### src/rtl/count_pkg.sv
// Shared types and constants for the mod-12 counter arbitration controller.
package count_pkg;

    localparam int MOD12 = 12;
    localparam int CNT_W = 4;
    localparam int LEN_W = 4;

    typedef enum logic [2:0] {
        IDLE = 3'd0,
        LOAD = 3'd1,
        RUN  = 3'd2,
        DONE = 3'd3,
        ERR  = 3'd4
    } arb_state_e;

    // A start value is usable only if the counter can actually hold it.
    function automatic logic start_ok(input logic [CNT_W-1:0] start, input int modulus);
        return (int'(start) < modulus);
    endfunction

endpackage

### src/rtl/count_arb_ctrl_if.sv
// Requester-side bundle: request handshake with per-requester fields, and the response strobe.
interface count_arb_ctrl_if;
    import count_pkg::*;

    logic [1:0]            req_valid;
    logic [1:0]            req_ready;
    logic [1:0][CNT_W-1:0] req_start;
    logic [1:0]            req_mode;
    logic [1:0][LEN_W-1:0] req_len;
    logic [1:0]            rsp_valid;
    logic [CNT_W-1:0]      rsp_value;
    logic                  rsp_err;

    modport master (
        output req_valid, req_start, req_mode, req_len,
        input  req_ready, rsp_valid, rsp_value, rsp_err
    );

    modport slave (
        input  req_valid, req_start, req_mode, req_len,
        output req_ready, rsp_valid, rsp_value, rsp_err
    );

endinterface

### src/rtl/count_rr_arb2.sv
// Two-way round-robin arbiter; the pointer moves past whoever was just served.
module count_rr_arb2 (
    input  logic       clk,
    input  logic       rst,
    input  logic [1:0] valid,
    input  logic       advance,
    output logic       grant
);

    logic prio_r;

    // Priority pointer, updated on each accepted transfer
    always_ff @(posedge clk) begin
        if (rst) begin
            prio_r <= 1'b0;
        end else if (advance) begin
            prio_r <= ~grant;
        end else begin
            prio_r <= prio_r;
        end
    end

    // Grant selection: pointer breaks ties, a lone requester always wins
    always_comb begin
        grant = 1'b0;
        case (valid)
            2'b11:   grant = prio_r;
            2'b10:   grant = 1'b1;
            2'b01:   grant = 1'b0;
            default: grant = prio_r;
        endcase
    end

endmodule

### src/rtl/count_arb_ctrl.sv
// Shares one mod-12 counter between two requesters: arbitrates, sequences load/count,
// and returns the final counter value with a one-cycle strobe.
module count_arb_ctrl
    import count_pkg::*;
#(
    parameter int NREQ = 2,
    parameter int MOD  = 12
) (
    input  logic              clk,
    input  logic              rst,
    count_arb_ctrl_if.slave   bus,
    output logic              cnt_rst,
    output logic              cnt_load,
    output logic              cnt_mode,
    output logic [CNT_W-1:0]  cnt_data_in,
    input  logic [CNT_W-1:0]  cnt_data_out
);

    arb_state_e        state_r, state_s;
    logic              grant_s;
    logic              xfer_s;
    logic [NREQ-1:0]   ready_s;
    logic              g_r;
    logic [LEN_W-1:0]  rem_r;
    logic [NREQ-1:0]   rsp_valid_r;
    logic [CNT_W-1:0]  rsp_value_r;
    logic              rsp_err_r;
    logic              cnt_load_r;
    logic              cnt_mode_r;
    logic [CNT_W-1:0]  cnt_data_in_r;

    count_rr_arb2 u_arb (
        .clk     (clk),
        .rst     (rst),
        .valid   (bus.req_valid),
        .advance (xfer_s),
        .grant   (grant_s)
    );

    // Next-state logic and the combinational ready/transfer decode
    always_comb begin
        state_s = state_r;
        xfer_s  = 1'b0;
        ready_s = {NREQ{1'b0}};
        case (state_r)
            IDLE: begin
                if (!rst) begin
                    ready_s[grant_s] = 1'b1;
                end else begin
                    ready_s = {NREQ{1'b0}};
                end
                if (!rst && bus.req_valid[grant_s]) begin
                    xfer_s  = 1'b1;
                    state_s = start_ok(bus.req_start[grant_s], MOD) ? LOAD : ERR;
                end else begin
                    state_s = IDLE;
                end
            end
            LOAD: begin
                if (rem_r != 4'd0) begin
                    state_s = RUN;
                end else begin
                    state_s = DONE;
                end
            end
            RUN: begin
                if (rem_r == 4'd1) begin
                    state_s = DONE;
                end else begin
                    state_s = RUN;
                end
            end
            DONE:    state_s = IDLE;
            ERR:     state_s = IDLE;
            default: state_s = IDLE;
        endcase
    end

    // State, latched request, counter control and response registers
    always_ff @(posedge clk) begin
        if (rst) begin
            state_r       <= IDLE;
            g_r           <= 1'b0;
            rem_r         <= 4'd0;
            rsp_valid_r   <= {NREQ{1'b0}};
            rsp_value_r   <= 4'd0;
            rsp_err_r     <= 1'b0;
            cnt_load_r    <= 1'b0;
            cnt_mode_r    <= 1'b0;
            cnt_data_in_r <= 4'd0;
        end else begin
            state_r     <= state_s;
            cnt_load_r  <= (state_s == LOAD);
            rsp_valid_r <= {NREQ{1'b0}};
            // Load value and direction are presented one cycle ahead, together with cnt_load
            if (xfer_s && (state_s == LOAD)) begin
                cnt_data_in_r <= bus.req_start[grant_s];
                cnt_mode_r    <= bus.req_mode[grant_s];
            end
            case (state_r)
                IDLE: begin
                    if (xfer_s) begin
                        g_r   <= grant_s;
                        rem_r <= bus.req_len[grant_s];
                    end
                end
                RUN: rem_r <= rem_r - 4'd1;
                DONE: begin
                    rsp_value_r   <= cnt_data_out;
                    rsp_err_r     <= 1'b0;
                    rsp_valid_r[g_r] <= 1'b1;
                end
                ERR: begin
                    rsp_value_r   <= 4'd0;
                    rsp_err_r     <= 1'b1;
                    rsp_valid_r[g_r] <= 1'b1;
                end
                default: rem_r <= rem_r;
            endcase
        end
    end

    assign bus.req_ready = ready_s;
    assign bus.rsp_valid = rsp_valid_r;
    assign bus.rsp_value = rsp_value_r;
    assign bus.rsp_err   = rsp_err_r;
    assign cnt_rst       = rst;
    assign cnt_load      = cnt_load_r;
    assign cnt_mode      = cnt_mode_r;
    assign cnt_data_in   = cnt_data_in_r;

endmodule
### src/flat_wrapper.sv
// flat-port wrapper written by rule: the top's interface ports become plain ports
module count_arb_ctrl_flat import count_pkg::*;
#(
    parameter int NREQ = 2,
    parameter int MOD  = 12
)
  (clk, rst, cnt_rst, cnt_load, cnt_mode, cnt_data_in, cnt_data_out, bus_req_valid, bus_req_start, bus_req_mode, bus_req_len, bus_req_ready, bus_rsp_valid, bus_rsp_value, bus_rsp_err);
  count_arb_ctrl_if bus_i ();
  input  logic clk;
  input  logic rst;
  output logic cnt_rst;
  output logic cnt_load;
  output logic cnt_mode;
  output logic [CNT_W-1:0] cnt_data_in;
  input  logic [CNT_W-1:0] cnt_data_out;
  input wire logic [$bits(bus_i.req_valid)-1:0] bus_req_valid;
  input wire logic [$bits(bus_i.req_start)-1:0] bus_req_start;
  input wire logic [$bits(bus_i.req_mode)-1:0] bus_req_mode;
  input wire logic [$bits(bus_i.req_len)-1:0] bus_req_len;
  output wire logic [$bits(bus_i.req_ready)-1:0] bus_req_ready;
  output wire logic [$bits(bus_i.rsp_valid)-1:0] bus_rsp_valid;
  output wire logic [$bits(bus_i.rsp_value)-1:0] bus_rsp_value;
  output wire logic [$bits(bus_i.rsp_err)-1:0] bus_rsp_err;
  assign bus_i.req_valid = bus_req_valid;
  assign bus_i.req_start = bus_req_start;
  assign bus_i.req_mode = bus_req_mode;
  assign bus_i.req_len = bus_req_len;
  assign bus_req_ready = bus_i.req_ready;
  assign bus_rsp_valid = bus_i.rsp_valid;
  assign bus_rsp_value = bus_i.rsp_value;
  assign bus_rsp_err = bus_i.rsp_err;
  count_arb_ctrl #(.NREQ(NREQ), .MOD(MOD)) u_core (.clk(clk), .rst(rst), .bus(bus_i), .cnt_rst(cnt_rst), .cnt_load(cnt_load), .cnt_mode(cnt_mode), .cnt_data_in(cnt_data_in), .cnt_data_out(cnt_data_out));
endmodule
### config.mk
export PLATFORM = sky130hd
export DESIGN_NAME = count_arb_ctrl_flat
export DESIGN_NICKNAME = d
export VERILOG_FILES = /design/src/rtl/count_pkg.sv /design/src/rtl/count_arb_ctrl_if.sv /design/src/rtl/count_rr_arb2.sv /design/src/rtl/count_arb_ctrl.sv /design/src/flat_wrapper.sv
export SDC_FILE = /design/constraint.sdc
export NUM_CORES = 1
export LEC_CHECK = 0
export CAP_MARGIN = 20
export CORE_UTILIZATION = 55
export CTS_BUF_LIST = sky130_fd_sc_hd__clkbuf_4 sky130_fd_sc_hd__clkbuf_8
export DETAILED_ROUTE_END_ITERATION = 12
export DONT_BUFFER_PORTS = 1
export PLACE_DENSITY_LB_ADDON = 0.1
export SLEW_MARGIN = 10
export SYNTH_ARGS = -nofsm -noshare
export SYNTH_HDL_FRONTEND = slang
export SYNTH_SLANG_ARGS = --single-unit
### constraint.sdc
create_clock -name clk -period 4.6 [get_ports clk]
set_clock_uncertainty 0.1 [all_clocks]
set_input_delay 0.23 -clock clk [delete_from_list [all_inputs] [get_ports clk]]
set_output_delay 0.23 -clock clk [all_outputs]
set_load 0.01 [all_outputs]
==> flow_summary_export.csv, run 1 <==
group,metric,value,unit
outcome,run_status,"finished, final reports clean",
worst_hold_path,holdCritPathClass,"in2reg",
clock_network,clock_path_buffers,2,
detailed_routing,via_per_inst,6.10,
global_route,antenna_found_initial,0,
setup_path,critPathSlowestCell,"or4_4",
clock_network,worstSkewPairLatency,0.31,ns
synth,yosysSeqAreaShare,36.6,%
synth,syn_inst,137,
global_route,grt_pass1_vias,961,
setup_path,crit_fanout,17,
sta,report.final.setup_viol,0,
floorplan,start_util,60.2,%
setup_path,cp_num_buf_inv,1,
global_route,grt_pass1_wl,4.24,mm
flow_run,maxCapViolCount,0,
synth,syn_area,1200,um^2
sta,slew-limit-headroom,41.5,%
finish,final_cell_mix,"dfxtp_1 (22), a21oi_1 (14), nand2_1 (12), nor3_1 (8)",
clock_network,cts_htree_levels,1,
detailed_routing,drt_pre_antenna_iters,4,
synth,synth_top_area_share,36.6,%
power_and_ir_drop,leakage,0.484,nW
finish,final_net_count,171,
floorplan,ios,42,
sta,fmax,407,MHz
floorplan,rows,16,
floorplan,chipWidth,48.8,um
setup_path,worstPathArrival,2.63,ns
power_and_ir_drop,power,501,uW
finish,area_growth,8.20,%
detailed_routing,drc,0,
power_and_ir_drop,ir_worst_vdd,210,uV
clock_network,ctsResizeCount,0,
synth,ys_seq_elements,22,
synth,ys.flop_type,"dfxtp_1",
floorplan,dieArea,2380,um^2
synth,async_flop_share,0,%
detailed_routing,drt_iter0_drc,19,
finish,antenna_cells,0,
placed_design,pre_cts_slack,2.54,ns
clock_network,path_clk_slew,0.13,ns
placed_design,portBuffers,0,
sta,finalHoldViolCount,0,
detailed_routing,ant_nets,0,
detailed_routing,wire_per_inst,15.0,um
synth,yosysTopAreaCell,"dfxtp_1",
setup_path,criticalPathCategory,"reg2reg",
placed_design,gp_congestion,0.764,
setup_path,cp_data_required_time,4.77,ns
synth,yosys_warnings,0,
clock_network,numCtsBuffers,3,
global_route,met2_usage,38.9,%
global_route,grt.total_usage,22.8,%
clock_network,hold_buffers,7,
floorplan,design.core.area,2000,um^2
clock_network,post_cts_buffers,0,
global_route,grt_max_degree,20,
global_route,grt_remaining_overflow,0,
clock_network,root_buffer,"clkbuf_4",
setup_path,crit_family,"simple AND/OR/NAND/NOR gates",
sta,drv_slew,0,
global_route,gr-usage-met1,27.5,%
sta,fin_crit_sh,53.5,%
synth,synth_edf_count,0,
detailed_routing,vias,1012,
sta,finalSetupTns,0,ns
finish,layout_commonest_cell,"dfxtp_1",
floorplan,die_h,48.8,um
global_route,use_met3,6.23,%
clock_network,cts_tree,"yes",
finish,fillers,173,
synth,syn_avg_cell_area,8.79,um^2
synth,syn_nets,168,
global_route,grt_busiest_layer,"met2",
sta,rsz0062_at_grt,"no",
synth,synth.distinct_cells,40,
setup_path,cp-end-kind,"flop",
sta,fin_hold_ws,0.0453,ns
placed_design,place_hpwl,1.69,mm
sta,worst_slew_pin_slew,0.853,ns
setup_path,worst_setup_path_start_kind,"flop",
synth,yosys-top-cells-area,"dfxtp_1 (37%), a21oi_1 (5.8%), ha_1 (5.2%)",
setup_path,slowest_delay,0.64,ns
clock_network,cts_sinks,22,
detailed_routing,totalWireLength,2.49,mm
setup_path,crit_chain,"or4_4, nor2_8, a21oi_1, a311oi_1, dlygate4sd3_1",
sta,fin_crit,2.46,ns
sta,worst_slack,2.14,ns
finish,drive_above_1_share,10.1,%
power_and_ir_drop,power.density,384,nW/um^2
## metal layers
layer | share of wire, % | up-vias
met1 | 45 | 464
met5 | 0 | -
met2 | 47 | 36
met4 | 0.16 | 0
li1 | - | 510
met3 | 7.2 | 2
## Yosys cell counts (3+ instances only)
cell	count
a2111oi_0	4
a211oi_1	5
a21oi_1	14
a311oi_1	3
a31oi_1	4
clkbuf_1	4
dfxtp_1	22
ha_1	5
inv_1	7
nand2_1	12
nor2_1	7
nor3_1	8
o21ai_0	6
o31ai_1	3
or3_1	3
## area by class of cell
class | instances | area [um^2] | area share, %
Multi-Input combinational cell | 99 | 681 | 52.2
Inverter | 7 | 26.3 | 2.02
Sequential cell | 22 | 440 | 33.8
Timing Repair Buffer | 7 | 70.1 | 5.37
Clock buffer | 3 | 22.5 | 1.73
Clock inverter | 1 | 30.0 | 2.30
Tap cell | 27 | 33.8 | 2.59
## kinds of logic after synthesis
group / Yosys count / share of synthesized area, %
adders and majority gates: 5 / 5.19
and+or+nand+nor: 43 / 19.8
muxes: 5 / 5.40
DFF: 22 / 36.6
buffers and inverters: 16 / 6.96
AOI/OAI and AO/OA: 45 / 25.3
xor gates and xnor gates: 1 / 0.727
## stage by stage
| step | cell area [um^2] | utilization [%] | cells |
|---|---|---|---|
| after floorplan | 1200 | - | 137 |
| after global placement | 1180 | 59.0 | 155 |
| after detailed placement | 1180 | 59.0 | 155 |
| after CTS | 1300 | 65.1 | 166 |
| after global routing | 1300 | 65.1 | 166 |
| final | 1300 | 65.1 | 166 |
## where the power goes
part           switching [mW]  leakage, nW  internal (mW)
Clock                  0.0617       0.0279         0.0881
Combinational          0.0601        0.276         0.0511
Sequential             0.0293        0.180          0.211
Total                   0.151        0.484          0.350
## path summary, 6_finish.rpt
kind | startpoint | to | slack (ns) | depth (start not counted)
setup / recovery | u_core.state_r[2] | u_core.cnt_data_in[3] | 2.14 | 5
hold / removal | rst | u_core.rem_r[2] | 0.05 | 2
setup reg to reg | u_core.state_r[2] | u_core.cnt_data_in[3] | 2.14 | 5
hold reg to reg | u_core.g_r | u_core.bus.rsp_valid[0] | 0.34 | 1
## flip-flops by register name (all words and copies together), names as in the netlist
| register | count |
|---|---|
| u_core.bus.rsp_err | 1 |
| u_core.bus.rsp_valid | 2 |
| u_core.bus.rsp_value | 4 |
| u_core.cnt_data_in | 4 |
| u_core.cnt_load | 1 |
| u_core.cnt_mode | 1 |
| u_core.g_r | 1 |
| u_core.rem_r | 4 |
| u_core.state_r | 3 |
| u_core.u_arb.prio_r | 1 |
No activity file was read; power rests on OpenSTA's default activity.
==> run 2, diff against run 1 <==
--- a/config.mk
+++ b/config.mk
@@ -5,6 +5,7 @@
 export SDC_FILE = /design/constraint.sdc
 export NUM_CORES = 1
 export LEC_CHECK = 0
+export ABC_AREA = 1
 export CAP_MARGIN = 20
 export CORE_UTILIZATION = 55
 export CTS_BUF_LIST = sky130_fd_sc_hd__clkbuf_4 sky130_fd_sc_hd__clkbuf_8
==> constraint.sdc (replaced) <==
create_clock -name clk -period 2.2 [get_ports clk]
set_clock_uncertainty 0.1 [all_clocks]
set_input_delay 0.11 -clock clk [delete_from_list [all_inputs] [get_ports clk]]
set_output_delay 0.11 -clock clk [all_outputs]
set_load 0.01 [all_outputs]
==> run 2 against run 1 <==
  * Flip-flop and latch count stayed put
  * Highest routed layer unchanged
  * Synthesized cell count is 27% higher
  * Die area stayed put
  * Global-route usage is 0.72 points higher
  * Critical path depth is 3 higher
  * Sequential share of layout area is 1.6 points lower
  * Cell count is 28% higher
  * Power is 110% higher
==> flow_summary_export.csv, run 2 <==
group,metric,value,unit
setup_path,crit_fanout,7,
synth,ys_seq_elements,22,
synth,syn_nets,205,
synth,syn_inst,174,
setup_path,worst_setup_path_start_kind,"flop",
setup_path,cp_data_required_time,2.35,ns
detailed_routing,wire_per_inst,11.8,um
sta,fmax,557,MHz
synth,synth_most_common_cell,"nand2_1",
finish,antenna_cells,0,
clock_network,cts_htree_levels,1,
detailed_routing,drc,0,
clock_network,path_clk_slew,0.12,ns
sta,finalHoldViolCount,0,
floorplan,ios,42,
finish,layout_commonest_cell,"nand2_1",
floorplan,die_h,48.8,um
synth,ys.flop_type,"dfxtp_1",
detailed_routing,via_per_inst,5.12,
clock_network,root_buffer,"clkbuf_4",
synth,synth.distinct_cells,23,
finish,final_cell_mix,"nand2_1 (47), inv_1 (23), dfxtp_1 (22), nand3_1 (19), nor2_1 (17)",
finish,fillers,181,
flow_run,maxCapViolCount,0,
global_route,antenna_found_initial,0,
sta,worst_slew_pin_slew,0.392,ns
setup_path,criticalPathCategory,"reg2reg",
synth,yosys-top-cells-area,"dfxtp_1 (37%), nand2_1 (15%), nand3_1 (7.9%)",
placed_design,gp_congestion,0.806,
global_route,grt_pass1_vias,1050,
synth,syn_avg_cell_area,6.92,um^2
placed_design,portBuffers,0,
power_and_ir_drop,power.density,787,nW/um^2
clock_network,cts_tree,"yes",
floorplan,chipWidth,48.8,um
synth,synth_top_area_share,36.6,%
power_and_ir_drop,leakage,0.676,nW
sta,worst_slack,0.406,ns
clock_network,cts_sinks,22,
sta,report.final.setup_viol,0,
sta,slew-limit-headroom,73.8,%
setup_path,cp-end-kind,"flop",
setup_path,worstPathArrival,1.94,ns
clock_network,numCtsBuffers,3,
detailed_routing,totalWireLength,2.50,mm
global_route,grt_pass1_wl,4.25,mm
global_route,grt_max_degree,14,
synth,yosysSeqAreaShare,36.6,%
placed_design,dp_cells,197,
clock_network,worstSkewPairLatency,0.30,ns
worst_hold_path,holdCritPathClass,"in2reg",
detailed_routing,ant_nets,0,
finish,multi_input_comb_area,624,um^2
synth,async_flop_share,0,%
global_route,grt_remaining_overflow,0,
power_and_ir_drop,ir_worst_vdd,654,uV
outcome,run_status,"finished, final reports clean",
synth,syn_area,1200,um^2
floorplan,start_util,60.2,%
sta,rsz0062_at_grt,"no",
finish,area_growth,13.5,%
finish,final-seq-area,440,um^2
global_route,grt.total_usage,23.5,%
placed_design,place_hpwl,1.85,mm
finish,final_net_count,217,
detailed_routing,vias,1086,
finish,drive_above_1_share,12.4,%
floorplan,design.core.area,2000,um^2
detailed_routing,drt_iter0_drc,38,
synth,yosys_warnings,0,
setup_path,critPathLaunch,"u_core.u_arb.prio_r",
sta,fin_crit_sh,81.5,%
setup_path,r2r-start,"u_core.u_arb.prio_r",
sta,fin_crit,1.79,ns
sta,drv_slew,0,
synth,synthTopCellsByCount,"nand2_1 (47), inv_1 (23), dfxtp_1 (22)",
finish,instances_no_fill,212,
sta,finalSetupTns,0,ns
synth,yosysTopAreaCell,"dfxtp_1",
setup_path,reg2reg_slack,0.41,ns
clock_network,ctsResizeCount,0,
floorplan,rows,16,
clock_network,clock_path_buffers,2,
synth,synth_edf_count,0,
placed_design,pre_cts_slack,0.726,ns
floorplan,dieArea,2380,um^2
worst_hold_path,hp-start,"bus_req_start[3]",
detailed_routing,drt_pre_antenna_iters,4,
==> run 2: cell types whose count changed after synthesis, sizes merged, moves of 4 or more <==
cell,change
nand2,+45
o21ai,-4
inv,+20
nor2,+13
nor3,-7
nand3,+19
a211oi,-7
a2111oi,-4
==> run 2: power breakdown <==
group	total [mW]	internal [mW]	switching [mW]
logic	0.291	0.107	0.184
clock network	0.306	0.184	0.122
registers	0.480	0.440	0.0398
==> run 2: layout make-up <==
| class | count | share of cell area, % |
|---|---|---|
| clock buffers | 3 | 1.65 |
| well taps | 27 | 2.47 |
| inverters | 27 | 7.78 |
| clock inverters | 1 | 2.20 |
| multi-input cells | 121 | 45.7 |
| repair buffers | 11 | 8.05 |
| flip-flops and latches | 22 | 32.2 |
==> run 2: cells by family (layout without fill, tap and decap cells) <==
| group | after synthesis | in the layout | synth area share (%) |
|---|---|---|---|
| flip-flops | 22 | 22 | 36.6 |
| AND/OR/NAND/NOR | 100 | 100 | 39.7 |
| buffers and inverters | 31 | 42 | 11.6 |
| AO/OA/AOI/OAI | 16 | 16 | 6.96 |
| adder cells (fa/ha/maj) | 5 | 5 | 5.19 |
==> run 2: final timing paths <==
path / endpoint / depth (start not counted)
worst min register to register: u_core.bus.rsp_valid[0] / 1
worst min-delay path: u_core.state_r[2] / 4
worst max register to register: u_core.rem_r[2] / 8
worst max-delay path: u_core.rem_r[2] / 8
==> run 2: layer usage <==
layer / wire length, um / GRT usage (%)
met1: 1040 / 25.2
met2: 1300 / 45.6
met3: 132 / 6.23
met4: 26 / 4.41
met5: 0 / 0
==> run 2: through the flow <==
stage | power [mW] | utilization [%] | cell area [um^2] | hold WS, ns
6_report | 1.08 | 68.3 | 1370 | 0.0137
2_1_floorplan | 0.718 | - | 1200 | 0.157
3_5_place_dp | 0.755 | 60.2 | 1200 | 0.0823
5_1_grt | 1.15 | 68.3 | 1370 | 0.0404
4_1_cts | 1.09 | 68.3 | 1370 | 0.00437
3_3_place_gp | 0.747 | 60.2 | 1200 | 0.0812
==> run 2: repair_timing <==
item | CTS | global route
buffers inserted | 0 | 0
endpoints found under the hold margin | 13 | 0
hold buffers | 11 | 0
==> run 2: worst max-delay path: stages, from the launching register on <==
cell	delay [ns]
dfxtp_1	0.35
inv_1	0.08
nand2_1	0.07
nand2_1	0.20
nand2_1	0.09
nand3_1	0.08
dlygate4sd3_1	0.56
nand3_1	0.08
a21oi_1	0.13
==> run 3, diff against run 2 <==
--- a/config.mk
+++ b/config.mk
@@ -5,7 +5,7 @@
 export SDC_FILE = /design/constraint.sdc
 export NUM_CORES = 1
 export LEC_CHECK = 0
-export ABC_AREA = 1
+export ABC_AREA = 0
 export CAP_MARGIN = 20
 export CORE_UTILIZATION = 55
 export CTS_BUF_LIST = sky130_fd_sc_hd__clkbuf_4 sky130_fd_sc_hd__clkbuf_8
==> constraint.sdc (replaced) <==
create_clock -name clk -period 1.7 [get_ports clk]
set_clock_uncertainty 0.1 [all_clocks]
set_input_delay 0.085 -clock clk [delete_from_list [all_inputs] [get_ports clk]]
set_output_delay 0.085 -clock clk [all_outputs]
set_load 0.01 [all_outputs]
==> run 3 against run 2 <==
  * Routed wire length grew 19%
  * Die area stayed put
  * Sequential power up 30%
  * Non-clock buffer count is 24 higher
  * The flow now finishes with violations (negative hold slack, negative setup slack)
  * Power up 37%
  * Setup slack worse by 0.43 ns
==> flow_summary_export.csv, run 3 (synthesis results as in run 1) <==
group,metric,value,unit
outcome,run_status,"finished with violations",
outcome,violations,"negative hold slack, negative setup slack",
detailed_routing,via_per_inst,5.99,
clock_network,root_buffer,"clkbuf_4",
detailed_routing,ant_nets,0,
clock_network,worstSkewPairLatency,0.32,ns
flow_run,maxCapViolCount,0,
power_and_ir_drop,power,1.48,mW
global_route,grt_remaining_overflow,0,
global_route,antenna_found_initial,0,
floorplan,dieArea,2380,um^2
setup_path,worstPathArrival,1.85,ns
sta,worst_slack,-0.0256,ns
clock_network,cts_sinks,22,
detailed_routing,drt_pre_antenna_iters,4,
setup_path,cp_data_required_time,1.82,ns
global_route,grt_max_degree,21,
floorplan,die_h,48.8,um
sta,finalHoldViolCount,1,
sta,report.final.setup_viol,4,
placed_design,portBuffers,0,
sta,finalSetupTns,-0.0590,ns
finish,antenna_cells,0,
finish,instances_no_fill,194,
power_and_ir_drop,power.density,934,nW/um^2
clock_network,cts_htree_levels,1,
setup_path,criticalPathCategory,"reg2reg",
finish,final_net_count,199,
clock_network,cts_tree,"yes",
finish,final_cell_mix,"dfxtp_1 (21), dlygate4sd3_1 (19), a21oi_1 (13), nand2_1 (12), buf_4 (11)",
clock_network,path_clk_slew,0.13,ns
floorplan,design.core.area,2000,um^2
global_route,grt_pass1_vias,1075,
detailed_routing,drc,0,
sta,fin_crit,1.73,ns
detailed_routing,drt_iter0_drc,16,
detailed_routing,vias,1162,
floorplan,rows,16,
setup_path,worst_setup_path_start_kind,"flop",
setup_path,cp-end-kind,"flop",
sta,fin_hold_ws,-0.00139,ns
clock_network,numCtsBuffers,3,
finish,layout_commonest_cell,"dfxtp_1",
sta,drv_slew,0,
sta,worst_slew_pin_slew,0.778,ns
global_route,grt_pass1_wl,4.60,mm
global_route,grt.total_usage,24.8,%
sta,rsz0062_at_grt,"yes",
placed_design,place_hpwl,1.80,mm
setup_path,crit_fanout,5,
sta,slew-limit-headroom,47.9,%
finish,drive_above_1_share,21.0,%
sta,fin_crit_sh,102,%
detailed_routing,totalWireLength,2.96,mm
placed_design,pre_cts_slack,-0.0430,ns
power_and_ir_drop,leakage,0.617,nW
placed_design,dp_cells,160,
finish,area_growth,31.4,%
power_and_ir_drop,ir_worst_vdd,609,uV
clock_network,clock_path_buffers,2,
detailed_routing,wire_per_inst,15.3,um
sta,fmax,579,MHz
placed_design,gp_congestion,0.787,
floorplan,start_util,60.2,%
floorplan,ios,42,
finish,fin_area,1580,um^2
worst_hold_path,holdCritPathClass,"in2reg",
floorplan,chipWidth,48.8,um
placed_design,place_area,1220,um^2
-- run 3: changes by cell type in the layout (fill, tap and decap cells not counted), moves of 4 or more --
cell,delta
a2111oi_0,+4
a211oi_1,+4
buf_4,+11
buf_6,+5
dlygate4sd3_1,+8
inv_1,-16
nand2_1,-35
nand2_2,-6
nand2_4,-4
nand3_1,-18
nor2_1,-10
nor3_1,+7
o21ai_0,+5
-- run 3: power breakdown --
part	internal, mW	leakage, nW	total [mW]	switching, mW
registers	0.571	0.181	0.622	0.0510
clock network	0.239	0.0279	0.407	0.169
logic	0.223	0.409	0.449	0.226
total	1.03	0.617	1.48	0.446
-- run 3: worst max-delay path, stage by stage (launching register included) --
cell and delay [ns]:
dfxtp_2 0.35, or4_4 0.60, nor2_8 0.19, buf_6 0.13
a31oi_1 0.07, and3_1 0.20
-- run 3: final timing paths --
path                            slack [ns]                      end  cells past startpoint         startpoint
worst max-delay path                 -0.03          u_core.rem_r[2]                      5  u_core.state_r[2]
worst min-delay path                -0.001    u_core.cnt_data_in[1]                      2   bus_req_start[5]
worst max register to register       -0.03          u_core.rem_r[2]                      5  u_core.state_r[2]
worst min register to register        0.33  u_core.bus.rsp_valid[0]                      1         u_core.g_r
-- run 3: layout make-up --
cell class / count / area (um^2)
Clock buffer: 3 / 22.5
Clock inverter: 1 / 30.0
Fill cell: 132 / 419
Inverter: 7 / 26.3
Multi-Input combinational cell: 99 / 699
Sequential cell: 22 / 442
Tap cell: 27 / 33.8
Timing Repair Buffer: 35 / 329
-- run 3: metal layers --
layer / GRT usage [%] / share of wire (%) / up-vias
met1: 29.1 / 43 / 550
met3: 4.05 / 4.9 / 5
met4: 8.82 / 1.2 / 0
met2: 45.1 / 51 / 38
li1: - / - / 569
met5: 0 / 0 / -
-- run 3: stage by stage --
| step | hold slack [ns] | utilization (%) |
|---|---|---|
| after floorplan | 0.137 | - |
| after global placement | 0.0530 | 61.1 |
| after detailed placement | 0.0543 | 61.1 |
| after CTS | 0.0303 | 73.2 |
| after global routing | -0.000691 | 79.1 |
| final | -0.00139 | 79.1 |
-- run 3: timing repair --
action | in CTS | in global routing
endpoints found under the setup margin | 0 | 6
buffers inserted | 0 | 12
gates resized for setup | 0 | 12
endpoints found under the hold margin | 20 | 0
hold buffers | 19 | 0
